==> config.mk <==
export PLATFORM = sky130hd
export DESIGN_NAME = cpu_io_unit_flat
export DESIGN_NICKNAME = d
export VERILOG_FILES = /design/src/rtl/cpu_io_unit_if.sv /design/src/rtl/cpu_io_unit.sv /design/src/flat_wrapper.sv
export SDC_FILE = /design/constraint.sdc
export NUM_CORES = 1
export LEC_CHECK = 0
export BUFFER_PORTS_ARGS = -buffer_cell sky130_fd_sc_hd__buf_2
export CORE_MARGIN = 5
export CORE_UTILIZATION = 35
export CTS_CLUSTER_DIAMETER = 80
export DETAILED_ROUTE_END_ITERATION = 10
export PLACE_DENSITY = 0.62
export SLEW_MARGIN = 10
export SYNTH_ARGS = -nofsm -noshare
export SYNTH_HDL_FRONTEND = slang
export SYNTH_SLANG_ARGS = --single-unit
==> constraint.sdc <==
create_clock -name i_clk -period 1.85 [get_ports i_clk]
set_clock_uncertainty 0.15 [all_clocks]
set_input_delay 0.185 -clock i_clk [delete_from_list [all_inputs] [get_ports i_clk]]
set_output_delay 0.185 -clock i_clk [all_outputs]
set_load 0.02 [all_outputs]
==> src/rtl/cpu_io_unit_if.sv <==
// CPU-side bus of cpu_io_unit: IN request/ack handshake and OUT write port.
interface cpu_io_unit_if #(
  parameter int unsigned DATA_W = 32
);
  logic              in_req;
  logic [DATA_W-1:0] in_data;
  logic              in_valid;
  logic              stall_c;
  logic              out_write;
  logic [DATA_W-1:0] out_data;
  logic              out_busy;

  modport master (
    output in_req, out_write, out_data,
    input  in_data, in_valid, stall_c, out_busy
  );

  modport slave (
    input  in_req, out_write, out_data,
    output in_data, in_valid, stall_c, out_busy
  );
endinterface

==> src/rtl/cpu_io_unit.sv <==
// Board I/O unit: debounced switch input for IN, binary-to-decimal 7-seg display for OUT.
// Optional SIGNED_DISPLAY_EN: two's-complement display with a leading minus digit.
module cpu_io_unit #(
  parameter int unsigned DATA_W       = 32,
  parameter int unsigned SW_W         = 11,
  parameter int unsigned DIGITS       = 4,
  parameter int unsigned DEBOUNCE_CYC = 16
) (
  input  logic                i_clk,
  input  logic                i_rst_n,
  input  logic [SW_W-1:0]     i_fpga_switches,
  input  logic                i_confirm,
  cpu_io_unit_if.slave        io_cpu,
  output logic [7*DIGITS-1:0] o_display,
  output logic [SW_W-1:0]     o_leds
);

  localparam int unsigned DB_W   = $clog2(DEBOUNCE_CYC);
  localparam int unsigned BIT_W  = $clog2(DATA_W);
  localparam int unsigned BCD_W  = 4 * DIGITS;
  localparam int unsigned DISP_W = 7 * DIGITS;
  localparam logic [6:0]  SEG_BLANK = 7'h7F;
  localparam logic [6:0]  SEG_DASH  = 7'h3F;
  localparam logic [DISP_W-1:0] DISP_RST = {DIGITS{SEG_BLANK}} ^ DISP_W'(7'h3F);

  function automatic longint unsigned pow10(input int unsigned n);
    longint unsigned p;
    p = 64'd1;
    for (int unsigned k = 0; k < n; k++) p = p * 64'd10;
    return p;
  endfunction

  function automatic logic [6:0] seg7(input logic [3:0] d);
    case (d)
      4'd0:    return 7'h40;
      4'd1:    return 7'h79;
      4'd2:    return 7'h24;
      4'd3:    return 7'h30;
      4'd4:    return 7'h19;
      4'd5:    return 7'h12;
      4'd6:    return 7'h02;
      4'd7:    return 7'h78;
      4'd8:    return 7'h00;
      4'd9:    return 7'h10;
      default: return SEG_BLANK;
    endcase
  endfunction

  // One double-dabble step: add-3 correction on every digit, then shift in the next binary bit.
  function automatic logic [BCD_W-1:0] dabble(input logic [BCD_W-1:0] b, input logic bit_in);
    logic [BCD_W-1:0] t;
    t = b;
    for (int i = 0; i < int'(DIGITS); i++)
      if (t[4*i +: 4] >= 4'd5) t[4*i +: 4] = t[4*i +: 4] + 4'd3;
    return {t[BCD_W-2:0], bit_in};
  endfunction

  function automatic logic [DISP_W-1:0] fmt(input logic [BCD_W-1:0] bcd, input logic ovf,
                                            input logic neg);
    logic [DISP_W-1:0] d;
    logic              lead;
    logic [3:0]        dig;
    d    = '0;
    lead = 1'b1;
    for (int i = int'(DIGITS) - 1; i >= 0; i--) begin
      dig = bcd[4*i +: 4];
      if (ovf)                               d[7*i +: 7] = SEG_DASH;
      else if (lead && dig == 4'd0 && i != 0) d[7*i +: 7] = SEG_BLANK;
      else begin
        d[7*i +: 7] = seg7(dig);
        lead        = 1'b0;
      end
    end
    if (neg && !ovf) d[DISP_W-1 -: 7] = SEG_DASH;
    return d;
  endfunction

  typedef enum logic [1:0] {IN_IDLE, IN_WAIT, IN_ACK} in_state_e;
  typedef enum logic [1:0] {OUT_IDLE, OUT_CHECK, OUT_CONVERT, OUT_COMMIT} out_state_e;

  logic [SW_W-1:0]   r_sw_s1, r_sw_s2;
  logic              r_cf_s1, r_cf_s2, r_db_level, r_press;
  logic [DB_W-1:0]   r_db_cnt;
  in_state_e         r_in_state, w_in_nxt;
  logic [DATA_W-1:0] r_in_data, w_in_data_nxt;
  logic              r_in_valid, w_in_valid_nxt;
  out_state_e        r_out_state, w_out_nxt;
  logic [DATA_W-1:0] r_val, w_val_nxt, r_pend_data, w_pend_data_nxt, r_shift, w_shift_nxt;
  logic [DATA_W-1:0] w_mag;
  logic              r_pend_vld, w_pend_vld_nxt, r_neg, w_neg_nxt, r_ovf, w_ovf_nxt;
  logic              w_neg, r_out_busy;
  logic [BCD_W-1:0]  r_bcd, w_bcd_nxt;
  logic [BIT_W-1:0]  r_cnt, w_cnt_nxt;
  logic [DISP_W-1:0] r_display, w_display_nxt;

`ifdef SIGNED_DISPLAY_EN
  localparam longint unsigned OVF_LIMIT = pow10(DIGITS - 1);
  assign w_neg = r_val[DATA_W-1];
  assign w_mag = w_neg ? DATA_W'(-r_val) : r_val;
`else
  localparam longint unsigned OVF_LIMIT = pow10(DIGITS);
  assign w_neg = 1'b0;
  assign w_mag = r_val;
`endif

  // Synchronisers and Confirm debouncer; r_press marks the debounced rising edge.
  always_ff @(posedge i_clk or negedge i_rst_n) begin
    if (!i_rst_n) begin
      r_sw_s1    <= '0;
      r_sw_s2    <= '0;
      r_cf_s1    <= 1'b0;
      r_cf_s2    <= 1'b0;
      r_db_level <= 1'b0;
      r_db_cnt   <= '0;
      r_press    <= 1'b0;
    end else begin
      r_sw_s1 <= i_fpga_switches;
      r_sw_s2 <= r_sw_s1;
      r_cf_s1 <= i_confirm;
      r_cf_s2 <= r_cf_s1;
      r_press <= 1'b0;
      if (r_cf_s2 == r_db_level) begin
        r_db_cnt <= '0;
      end else if (r_db_cnt == DB_W'(DEBOUNCE_CYC - 1)) begin
        r_db_cnt   <= '0;
        r_db_level <= r_cf_s2;
        r_press    <= r_cf_s2;
      end else begin
        r_db_cnt <= r_db_cnt + 1'b1;
      end
    end
  end

  always_comb begin
    w_in_nxt       = r_in_state;
    w_in_data_nxt  = r_in_data;
    w_in_valid_nxt = 1'b0;
    case (r_in_state)
      IN_IDLE: if (io_cpu.in_req) w_in_nxt = IN_WAIT;
      IN_WAIT: begin
        if (!io_cpu.in_req) begin
          w_in_nxt = IN_IDLE;
        end else if (r_press) begin
          w_in_nxt       = IN_ACK;
          w_in_data_nxt  = DATA_W'(r_sw_s2);
          w_in_valid_nxt = 1'b1;
        end
      end
      default: w_in_nxt = IN_IDLE;
    endcase
  end

  always_comb begin
    w_out_nxt       = r_out_state;
    w_val_nxt       = r_val;
    w_pend_data_nxt = r_pend_data;
    w_pend_vld_nxt  = r_pend_vld;
    w_shift_nxt     = r_shift;
    w_bcd_nxt       = r_bcd;
    w_cnt_nxt       = r_cnt;
    w_ovf_nxt       = r_ovf;
    w_neg_nxt       = r_neg;
    w_display_nxt   = r_display;
    case (r_out_state)
      OUT_IDLE: begin
        if (io_cpu.out_write) begin
          w_val_nxt = io_cpu.out_data;
          w_out_nxt = OUT_CHECK;
        end
      end
      OUT_CHECK: begin
        w_neg_nxt   = w_neg;
        w_shift_nxt = w_mag;
        if (64'(w_mag) >= OVF_LIMIT) begin
          w_ovf_nxt = 1'b1;
          w_out_nxt = OUT_COMMIT;
        end else begin
          w_ovf_nxt = 1'b0;
          w_bcd_nxt = '0;
          w_cnt_nxt = '0;
          w_out_nxt = OUT_CONVERT;
        end
      end
      OUT_CONVERT: begin
        w_bcd_nxt   = dabble(r_bcd, r_shift[DATA_W-1]);
        w_shift_nxt = {r_shift[DATA_W-2:0], 1'b0};
        w_cnt_nxt   = r_cnt + 1'b1;
        if (r_cnt == BIT_W'(DATA_W - 1)) w_out_nxt = OUT_COMMIT;
      end
      OUT_COMMIT: begin
        // A write landing in COMMIT is the newest value, so it supersedes any pending one.
        w_display_nxt  = fmt(r_bcd, r_ovf, r_neg);
        w_pend_vld_nxt = 1'b0;
        if (io_cpu.out_write) begin
          w_val_nxt = io_cpu.out_data;
          w_out_nxt = OUT_CHECK;
        end else if (r_pend_vld) begin
          w_val_nxt = r_pend_data;
          w_out_nxt = OUT_CHECK;
        end else begin
          w_out_nxt = OUT_IDLE;
        end
      end
      default: w_out_nxt = OUT_IDLE;
    endcase
    if (io_cpu.out_write && (r_out_state == OUT_CHECK || r_out_state == OUT_CONVERT)) begin
      w_pend_data_nxt = io_cpu.out_data;
      w_pend_vld_nxt  = 1'b1;
    end
  end

  always_ff @(posedge i_clk or negedge i_rst_n) begin
    if (!i_rst_n) begin
      r_in_state  <= IN_IDLE;
      r_in_data   <= '0;
      r_in_valid  <= 1'b0;
      r_out_state <= OUT_IDLE;
      r_val       <= '0;
      r_pend_data <= '0;
      r_pend_vld  <= 1'b0;
      r_shift     <= '0;
      r_bcd       <= '0;
      r_cnt       <= '0;
      r_ovf       <= 1'b0;
      r_neg       <= 1'b0;
      r_display   <= DISP_RST;
      r_out_busy  <= 1'b0;
    end else begin
      r_in_state  <= w_in_nxt;
      r_in_data   <= w_in_data_nxt;
      r_in_valid  <= w_in_valid_nxt;
      r_out_state <= w_out_nxt;
      r_val       <= w_val_nxt;
      r_pend_data <= w_pend_data_nxt;
      r_pend_vld  <= w_pend_vld_nxt;
      r_shift     <= w_shift_nxt;
      r_bcd       <= w_bcd_nxt;
      r_cnt       <= w_cnt_nxt;
      r_ovf       <= w_ovf_nxt;
      r_neg       <= w_neg_nxt;
      r_display   <= w_display_nxt;
      r_out_busy  <= (w_out_nxt != OUT_IDLE) || w_pend_vld_nxt;
    end
  end

  assign io_cpu.in_data  = r_in_data;
  assign io_cpu.in_valid = r_in_valid;
  assign io_cpu.stall_c  = io_cpu.in_req & ~r_in_valid;
  assign io_cpu.out_busy = r_out_busy;
  assign o_display       = r_display;
  assign o_leds          = r_sw_s2;

endmodule
==> src/flat_wrapper.sv <==
// flat-port wrapper written by rule: the top's interface ports become plain ports
module cpu_io_unit_flat 
#(
  parameter int unsigned DATA_W       = 32,
  parameter int unsigned SW_W         = 11,
  parameter int unsigned DIGITS       = 4,
  parameter int unsigned DEBOUNCE_CYC = 16
)
  (i_clk, i_rst_n, i_fpga_switches, i_confirm, o_display, o_leds, io_cpu_in_req, io_cpu_out_write, io_cpu_out_data, io_cpu_in_data, io_cpu_in_valid, io_cpu_stall_c, io_cpu_out_busy);
  cpu_io_unit_if #(.DATA_W(DATA_W)) io_cpu_i ();
  input  logic i_clk;
  input  logic i_rst_n;
  input  logic [SW_W-1:0] i_fpga_switches;
  input  logic i_confirm;
  output logic [7*DIGITS-1:0] o_display;
  output logic [SW_W-1:0] o_leds;
  input wire logic [$bits(io_cpu_i.in_req)-1:0] io_cpu_in_req;
  input wire logic [$bits(io_cpu_i.out_write)-1:0] io_cpu_out_write;
  input wire logic [$bits(io_cpu_i.out_data)-1:0] io_cpu_out_data;
  output wire logic [$bits(io_cpu_i.in_data)-1:0] io_cpu_in_data;
  output wire logic [$bits(io_cpu_i.in_valid)-1:0] io_cpu_in_valid;
  output wire logic [$bits(io_cpu_i.stall_c)-1:0] io_cpu_stall_c;
  output wire logic [$bits(io_cpu_i.out_busy)-1:0] io_cpu_out_busy;
  assign io_cpu_i.in_req = io_cpu_in_req;
  assign io_cpu_i.out_write = io_cpu_out_write;
  assign io_cpu_i.out_data = io_cpu_out_data;
  assign io_cpu_in_data = io_cpu_i.in_data;
  assign io_cpu_in_valid = io_cpu_i.in_valid;
  assign io_cpu_stall_c = io_cpu_i.stall_c;
  assign io_cpu_out_busy = io_cpu_i.out_busy;
  cpu_io_unit #(.DATA_W(DATA_W), .SW_W(SW_W), .DIGITS(DIGITS), .DEBOUNCE_CYC(DEBOUNCE_CYC)) u_core (.i_clk(i_clk), .i_rst_n(i_rst_n), .i_fpga_switches(i_fpga_switches), .i_confirm(i_confirm), .io_cpu(io_cpu_i), .o_display(o_display), .o_leds(o_leds));
endmodule
==> results of run 1 <==
## metal layers
metal / track usage / part of all wire
met1: 0.194 / 0.46
met2: 0.237 / 0.48
met3: 0.0275 / 0.040
met4: 0.0445 / 0.014
met5: 0 / 0
## stage by stage
stage               hold WS, ns  utilization
floorplan                -0.261            -
global placement         0.0283        0.412
detailed placement       0.0310        0.412
CTS                      0.0357        0.463
global route             0.0916        0.469
finish                   0.0815        0.469
## cells by family (layout without fill, tap and decap cells)
logic type / after synthesis / in the layout / synth area share
AO/OA/AOI/OAI: 189 / 189 / 0.126
XOR/XNOR: 6 / 6 / 0.00591
adder cells (fa/ha/maj): 28 / 28 / 0.0394
buffers and inverters: 96 / 309 / 0.0518
flip-flops: 194 / 194 / 0.549
multiplexers: 104 / 104 / 0.122
other: 1 / 21 / 0.000422
AND/OR/NAND/NOR: 217 / 220 / 0.106
## timing repair
item | 4_1_cts | 5_1_grt
setup buffers | 9 | 5
hold buffers | 46 | 0
gates cloned | 3 | 0
pin swaps | 20 | 23
endpoints found under the setup margin | 46 | 47
resized for setup | 33 | 28
endpoints found under the hold margin | 255 | 0
## worst max-delay path by stage
stage / to
6_report: u_core.r_bcd[11]$_DFFE_PN0P_
4_1_cts: u_core.r_bcd[11]$_DFFE_PN0P_
5_1_grt: u_core.r_bcd[11]$_DFFE_PN0P_
3_5_place_dp: u_core.r_cnt[3]$_DFFE_PN0P_
2_1_floorplan: u_core.r_bcd[6]$_DFFE_PN0P_
3_3_place_gp: u_core.r_cnt[3]$_DFFE_PN0P_
## synth_stat cells (3+ instances only)
cell type  count  share of area
o211ai_1      12          0.010
nand3_1       11         0.0062
dfrtp_1      172           0.48
a21oi_1       96          0.054
o2bb2ai_1      3         0.0030
nor2_1       103          0.044
nor2b_1        4         0.0028
or3_1          3         0.0021
ha_1          28          0.039
nor4_1         5         0.0035
buf_1          8         0.0034
nor3b_1        3         0.0025
nor3_1         5         0.0028
a31oi_1        7         0.0049
xnor2_1        6         0.0059
mux2_2        33          0.042
and2_1         4         0.0028
nand2b_1      11         0.0077
clkbuf_1      26          0.011
buf_2          8         0.0045
dfstp_2       22          0.065
nand2_1       62          0.026
buf_4         22          0.019
o21ai_0       40          0.023
mux2i_1       71          0.080
inv_1         30          0.013
o22a_1         9         0.0089
## power breakdown
| group | switching (uW) | internal, uW | total [uW] |
|---|---|---|---|
| Clock | 1850 | 1970 | 3820 |
| Sequential | 656 | 5490 | 6140 |
| Combinational | 3560 | 3070 | 6630 |
| Total | 6060 | 10500 | 16600 |
## tightest hold or removal path: cells and delay by family
family | cells | cell delay (ns)
compound gates | 2 | 0.11
buf+inv | 1 | 0.13
simple gates | 2 | 0.21
## flip-flops by register name (all words and copies together), names as in the netlist
register	cells
u_core.io_cpu.in_data	11
u_core.r_pend_data	32
u_core.io_cpu.out_busy	1
u_core.r_cf_s2	1
u_core.io_cpu.in_valid	1
u_core.r_pend_vld	1
u_core.r_val	32
u_core.r_cf_s1	1
u_core.r_cnt	5
u_core.r_db_level	1
u_core.r_db_cnt	4
u_core.r_press	1
u_core.r_ovf	1
u_core.o_display	28
u_core.o_leds	11
u_core.r_sw_s1	11
u_core.r_in_state	2
u_core.r_out_state	2
u_core.r_shift	32
u_core.r_bcd	16
## final cells by class
| type | count | area [sq um] | share of cell area |
|---|---|---|---|
| clock buffers | 18 | 439 | 0.0373 |
| clock inverters | 14 | 159 | 0.0135 |
| flip-flops and latches | 194 | 4880 | 0.415 |
| inverters | 31 | 116 | 0.00988 |
| repair buffers | 246 | 1890 | 0.160 |
| multi-input cells | 568 | 3870 | 0.329 |
| well taps | 330 | 413 | 0.0351 |
==> metrics.txt, run 1 <==
initial antenna violation count 0; CP startpoint u_core.r_val[6]$_DFFE_PN0P_; post-synthesis sequential area ratio 0.549; Pwr per Cell Area 1410 mW/mm^2; H-tree depth 4; clk sink count 194; leak pwr 0.00535 uW; Critical R2R Launch u_core.r_val[6]$_DFFE_PN0P_; fin area 0.0118 sq mm; failing checks setup timing; RSZ-0062 raised after global routing true; Hold Crit Endpoint u_core.r_out_state[0]$_DFF_PN0_; NumNets Final 1,134; wire length per cell 14.4 um; Final Setup Violations 25; Layout Cells excl Fill 1,401; chip width 169 um; status finished with violations; HP Class in2reg; critical path arrival 2.21 ns; Final min period 2.00 ns; r2r worst-path depth 8; reg2reg setup slack -0.15 ns; Bufs and invs on worst path 3; CP max-delay cell dfrtp_1; Largest stage delay, worst path 0.41 ns; commonest cells after routing, fill and taps aside 172 x dfrtp_1, 100 x nor2_1, 99 x buf_2; Worst setup SP type flop; Congestion Overflow GR 0; FP Rows 58; Slew Limit Fails 0; first-pass GRT wire length 34,000 um; Avg Inst Size Synth 10.6 sq um; Mapped Area 0.00889 sq mm; Yosys warnings 0; Worst-path clk slew 0.08 ns; asr flop ratio synth 1.00; count of unique library cells instantiated by Yosys 52; CP dominant cell by count o21ai_2; drt total wl 20,200 um; share of layout cells above drive strength 1 0.313; initial core utilization 0.354; Hold Path Stages 5; filler instances 2,325; worst reg2reg endpoint u_core.r_bcd[11]$_DFFE_PN0P_; DP Worst Slack -0.323 ns; CTS Buf Count 17; crit path cell chain nor4_4 > o21ai_2 > a2111oi_4 > buf_4 > buf_8 > buf_12 > o21ai_2 > a22oi_1; Hold Startpoint io_cpu_out_write; vias in the first global route 6,722; Clock Latency Late Sink 0.44 ns; synthesized instance count 835; Worst VDD drop 0.876 mV; final worst slack -0.148 ns; Antenna Nets Post-Route 0; Iteration-0 DRC Markers 366; Hold Fails Final Rpt 0; Core Area 0.0251 sq mm; routability congestion estimate 0.829; n_diodes 0; clock root buffer clkbuf_16; Vias/cell 4.76; Post-route DRC 0; PortBufs 100; total track usage 0.144; crit path kind reg2reg; Setup TNS Final -2.38 ns; P&R area growth vs syn 32.5%; CTS tree yes; largest net degree at the start of global routing 57; Placed Cells 1,306; Clock Tree Buf Depth 2; post-DP HPWL 13,600 um; Critical Path Fanout Max 8; vias 6,671; WP data required 2.06 ns; register bit total from synthesis 194; most common cell after layout, fill and taps aside dfrtp_1; Max-Cap Viols 0; IO Count 122; First-pass DRT Iterations 5; die area 0.0287 sq mm; Most used DFF post-synth dfrtp_1; Fmax achieved 500 MHz; Crit. End Element flop; WP depth 8; Top delay family on crit path compound AO/OA/AOI/OAI gates; Final period util 1.08; dpl cell area 0.0103 sq mm; Post-synth EDFFs 0; die height 169 um; Pwr Total 16,600 uW
(Power assumes the default switching activity.)
==> inputs of run 2 (changes only) <==
- PLACE_DENSITY: 0.62 -> unset
- PLACE_DENSITY_LB_ADDON: unset -> 0.15
==> run 2 against run 1 <==
- the flow still finishes with violations (setup timing)
- clock-buffer cell count down 1
- design area down 0.28%
- combinational power up 2%
- flip-flop and latch count unchanged
- wire length down 3.9%
==> metrics.txt, run 2 (synthesized netlist as in run 1, its figures left out) <==
Hold Fails Final Rpt 0; Slew Limit Fails 0; P&R area growth vs syn 32.1%; HP Class in2async; Top delay family on crit path simple AND/OR/NAND/NOR gates; Worst setup SP type flop; initial antenna violation count 0; Critical Path Fanout Max 10; crit path kind reg2reg; chip width 169 um; FP Rows 58; Placed Cells 1,308; H-tree depth 4; Vias/cell 4.65; commonest cells after routing, fill and taps aside 172 x dfrtp_1, 101 x nor2_1, 99 x buf_2; Crit. End Element flop; Antenna Nets Post-Route 0; Worst-path clk slew 0.08 ns; Critical R2R Launch u_core.r_val[14]$_DFFE_PN0P_; Max-Cap Viols 0; routability congestion estimate 0.763; vias in the first global route 6,517; WP data required 2.05 ns; dpl cell area 0.0104 sq mm; Pwr per Cell Area 1420 mW/mm^2; CTS tree yes; Bufs and invs on worst path 2; First-pass DRT Iterations 4; NumNets Final 1,128; Final min period 2.05 ns; most common cell after layout, fill and taps aside dfrtp_1; RSZ-0062 raised after global routing true; vias 6,480; initial core utilization 0.354; CP max-delay cell dfrtp_1; Worst VDD drop 0.969 mV; status finished with violations; Top Registers u_core.r_pend_data x32, u_core.r_shift x32, u_core.r_val x32; Layout Cells excl Fill 1,395; post-DP HPWL 13,500 um; crit path cell chain nor4_4 > buf_4 > nand3_4 > a2111oi_4 > or2_4 > buf_12 > mux2i_1; PortBufs 100; clk sink count 194; DP Worst Slack -0.422 ns; wire length per cell 13.9 um; IO Count 122; routed wl met3 784 um; drt total wl 19,400 um; Final Setup Violations 22; met2 WL post-DR 8850 um; final worst slack -0.200 ns; Post-route DRC 0; total track usage 0.141; Fmax achieved 488 MHz; largest net degree at the start of global routing 59; CP startpoint u_core.r_val[14]$_DFFE_PN0P_; fin area 0.0117 sq mm; Core Area 0.0251 sq mm; Final period util 1.11; first-pass GRT wire length 33,300 um; Largest stage delay, worst path 0.41 ns; CTS Buf Count 17; Clock Tree Buf Depth 2; critical path arrival 2.25 ns; met1 wire length 9580 um; die height 169 um; WHS 0.0618 ns; die area 0.0287 sq mm; failing checks setup timing; n_diodes 0; Congestion Overflow GR 0; Clock Latency Late Sink 0.44 ns; top routing layer in use met4; leak pwr 0.00532 uW; share of layout cells above drive strength 1 0.308; clock root buffer clkbuf_16; Iteration-0 DRC Markers 284
run 2: path summary, 6_finish.rpt:
kind	to	cells past startpoint	slack, ns
min in group i_clk	u_core.o_leds[6]$_DFF_PN0_	0	0.20
max in group asynchronous	u_core.o_display[6]$_DFFE_PN1P_	3	0.87
worst min-delay path	u_core.o_display[4]$_DFFE_PN0P_	2	0.06
worst max-delay path	u_core.r_bcd[0]$_DFFE_PN0P_	7	-0.20
worst max register to register	u_core.r_bcd[0]$_DFFE_PN0P_	7	-0.20
worst min register to register	u_core.o_leds[6]$_DFF_PN0_	0	0.20
run 2: power by group:
group,total [uW],switching [uW],internal [uW]
sequential,6150,668,5480
combinational,6740,3520,3220
clock,3730,1890,1840
run 2: cell type report:
class                           instances  area (sq um)
Timing Repair Buffer                  243          1840
Sequential cell                       194          4880
Clock inverter                         15           184
Fill cell                            2368         13400
Inverter                               31           116
Tap cell                              330           413
Clock buffer                           17           425
Multi-Input combinational cell        565          3880
run 2: what timing repair did:
action | CTS | global route
pin swaps | 15 | 15
setup buffers | 7 | 2
gates cloned | 1 | 0
setup endpoints to repair | 37 | 40
hold buffers | 47 | 0
hold endpoints to repair | 264 | 0
gates resized for setup | 30 | 21
run 2: per-layer routing:
layer | vias to the layer above | GRT usage
met5 | - | 0
met4 | 0 | 0.0343
met3 | 14 | 0.0284
met2 | 114 | 0.218
met1 | 3057 | 0.204
li1 | 3295 | -
run 2: stage by stage:
stage | TNS, ns | utilization | power [uW]
6_report | -3.14 | 0.468 | 16600
3_3_place_gp | -6.72 | 0.413 | 12600
3_5_place_dp | -7.44 | 0.413 | 12700
5_1_grt | -5.35 | 0.468 | 18000
4_1_cts | -2.97 | 0.463 | 16800
2_1_floorplan | -0.221 | - | 10400
run 2: worst register-to-register path, stage by stage (launching register included):
cell	delay (ns)
dfrtp_1	0.41
nor4_4	0.31
buf_4	0.17
nand3_4	0.09
a2111oi_4	0.30
or2_4	0.23
buf_12	0.13
mux2i_1	0.18
==> inputs of run 3 (changes only) <==
==> constraint.sdc (replaced) <==
create_clock -name i_clk -period 1.85 [get_ports i_clk]
set_clock_uncertainty 0.15 [all_clocks]
set_input_delay 0.37 -clock i_clk [delete_from_list [all_inputs] [get_ports i_clk]]
set_output_delay 0.37 -clock i_clk [all_outputs]
set_load 0.02 [all_outputs]
==> run 3 against run 2 <==
- the flow still finishes with violations (setup timing)
- hold slack got worse by 0.038 ns
- sequential share of layout area increased by 1.5 points
- largest power group unchanged
- utilization decreased by 1.6 points
- design area decreased by 3.5%
- register-to-register slack improved by 0.03 ns
- maximum frequency increased by 1.4%
- die area unchanged
- total power decreased by 0.64%
- first-iteration DRC count increased by 17%
- clock power increased by 3%
- flip-flop and latch count unchanged
==> metrics.txt, run 3 (synthesized netlist as in run 1, its figures left out) <==
largest net degree at the start of global routing 54; initial core utilization 0.354; crit path cell chain nor4_2 > buf_4 > o21ai_4 > a2111oi_4 > buf_4 > buf_6 > buf_12 > o21ai_2 > a22oi_2; crit path kind reg2reg; chip width 169 um; final core utilization 0.451; most common cell after layout, fill and taps aside dfrtp_1; IO Count 122; critical path arrival 2.23 ns; Clock Latency Late Sink 0.43 ns; Worst setup SP type flop; n_diodes 0; drt total wl 19,700 um; top routing layer in use met4; die height 169 um; P&R area growth vs syn 27.4%; Post-route DRC 0; NumNets Final 1,092; Worst-path clk slew 0.08 ns; PortBufs 100; Fmax achieved 495 MHz; Crit. End Element flop; WP data required 2.06 ns; met2 WL post-DR 9090 um; HP Class in2reg; final worst slack -0.172 ns; First-pass DRT Iterations 4; Top Registers u_core.r_pend_data x32, u_core.r_shift x32, u_core.r_val x32; dpl cell area 0.0103 sq mm; Final period util 1.09; Max-Cap Viols 0; CP max-delay cell dfrtp_1; WHS 0.0243 ns; CP dominant cell by count buf_4; Critical Path Fanout Max 7; Largest stage delay, worst path 0.39 ns; commonest cells after routing, fill and taps aside 171 x dfrtp_1, 101 x nor2_1, 99 x buf_2; Core Area 0.0251 sq mm; Slew Limit Fails 0; initial antenna violation count 0; Final min period 2.02 ns; die area 0.0287 sq mm; routed wl met3 789 um; Hold Fails Final Rpt 0; leak pwr 0.00516 uW; failing checks setup timing; Bufs and invs on worst path 4; Top delay family on crit path buffers and inverters; RSZ-0062 raised after global routing true; Worst VDD drop 0.805 mV; status finished with violations; wire length per cell 14.5 um; total track usage 0.141; CTS tree yes; Final Setup Violations 22; vias in the first global route 6,647; Pwr per Cell Area 1460 mW/mm^2; Antenna Nets Post-Route 0; vias 6,433; FP Rows 58; post-DP HPWL 13,500 um; fin area 0.0113 sq mm; Congestion Overflow GR 0; first-pass GRT wire length 33,300 um; Vias/cell 4.73; clock root buffer clkbuf_16; clk sink count 194; H-tree depth 4; met1 wire length 9530 um; Iteration-0 DRC Markers 331; routability congestion estimate 0.809; filler instances 2,429; CTS Buf Count 17; Clock Tree Buf Depth 2; share of layout cells above drive strength 1 0.312
[run 3: path summary, 6_finish.rpt]
path,startpoint,endpoint,slack (ns),depth (start not counted)
max in group asynchronous,i_rst_n,u_core.r_val[16]$_DFFE_PN0P_,0.69,3
worst min-delay path,io_cpu_out_data[3],u_core.r_pend_data[3]$_DFFE_PN0P_,0.02,2
worst max-delay path,u_core.r_val[5]$_DFFE_PN0P_,u_core.r_bcd[11]$_DFFE_PN0P_,-0.17,9
min in group asynchronous,i_rst_n,u_core.r_bcd[7]$_DFFE_PN0P_,0.26,2
worst max register to register,u_core.r_val[5]$_DFFE_PN0P_,u_core.r_bcd[11]$_DFFE_PN0P_,-0.17,9
worst min register to register,u_core.r_sw_s1[1]$_DFF_PN0_,u_core.o_leds[1]$_DFF_PN0_,0.20,0
[run 3: timing repair]
| item | 4_1_cts | 5_1_grt |
|---|---|---|
| cloned | 2 | 0 |
| endpoints found under the setup margin | 29 | 70 |
| hold buffers | 13 | 0 |
| gates resized for setup | 16 | 32 |
| setup buffers | 3 | 1 |
| pin swaps | 8 | 13 |
| endpoints found under the hold margin | 42 | 0 |
[run 3: report_power, final]
group          internal, uW  total, uW  switching (uW)
logic                  3030       6520            3500
clock network          1960       3830            1870
registers              5490       6170             680
[run 3: worst reg2reg max path: cells and delay by family, from the launching register on]
| family | cells | cell delay [ns] |
|---|---|---|
| compound gates | 4 | 0.55 |
| buf+inv | 4 | 0.60 |
| flops | 1 | 0.39 |
| simple gates | 1 | 0.26 |
[run 3: through the flow]
step | worst slack (ns) | setup TNS (ns) | power, uW | std cells
floorplan | -0.0322 | -0.221 | 10400 | 855
global placement | -0.337 | -6.59 | 12400 | 1308
detailed placement | -0.402 | -7.99 | 12500 | 1308
CTS | -0.185 | -3.29 | 16600 | 1358
global route | -0.282 | -5.17 | 17800 | 1359
finish | -0.172 | -2.80 | 16500 | 1359
[run 3: layout make-up]
class / count / area (sq um) / share of cell area
flip-flops and latches: 194 / 4880 / 0.431
multi-input cells: 567 / 3840 / 0.339
inverters: 31 / 116 / 0.0103
clock buffers: 17 / 425 / 0.0376
repair buffers: 205 / 1470 / 0.130
clock inverters: 15 / 181 / 0.0160
well taps: 330 / 413 / 0.0365
[run 3: routing by layer]
metal	track usage	vias up
met5	0	-
met4	0.0371	0
met3	0.0303	15
met2	0.222	102
met1	0.199	3100
li1	-	3216
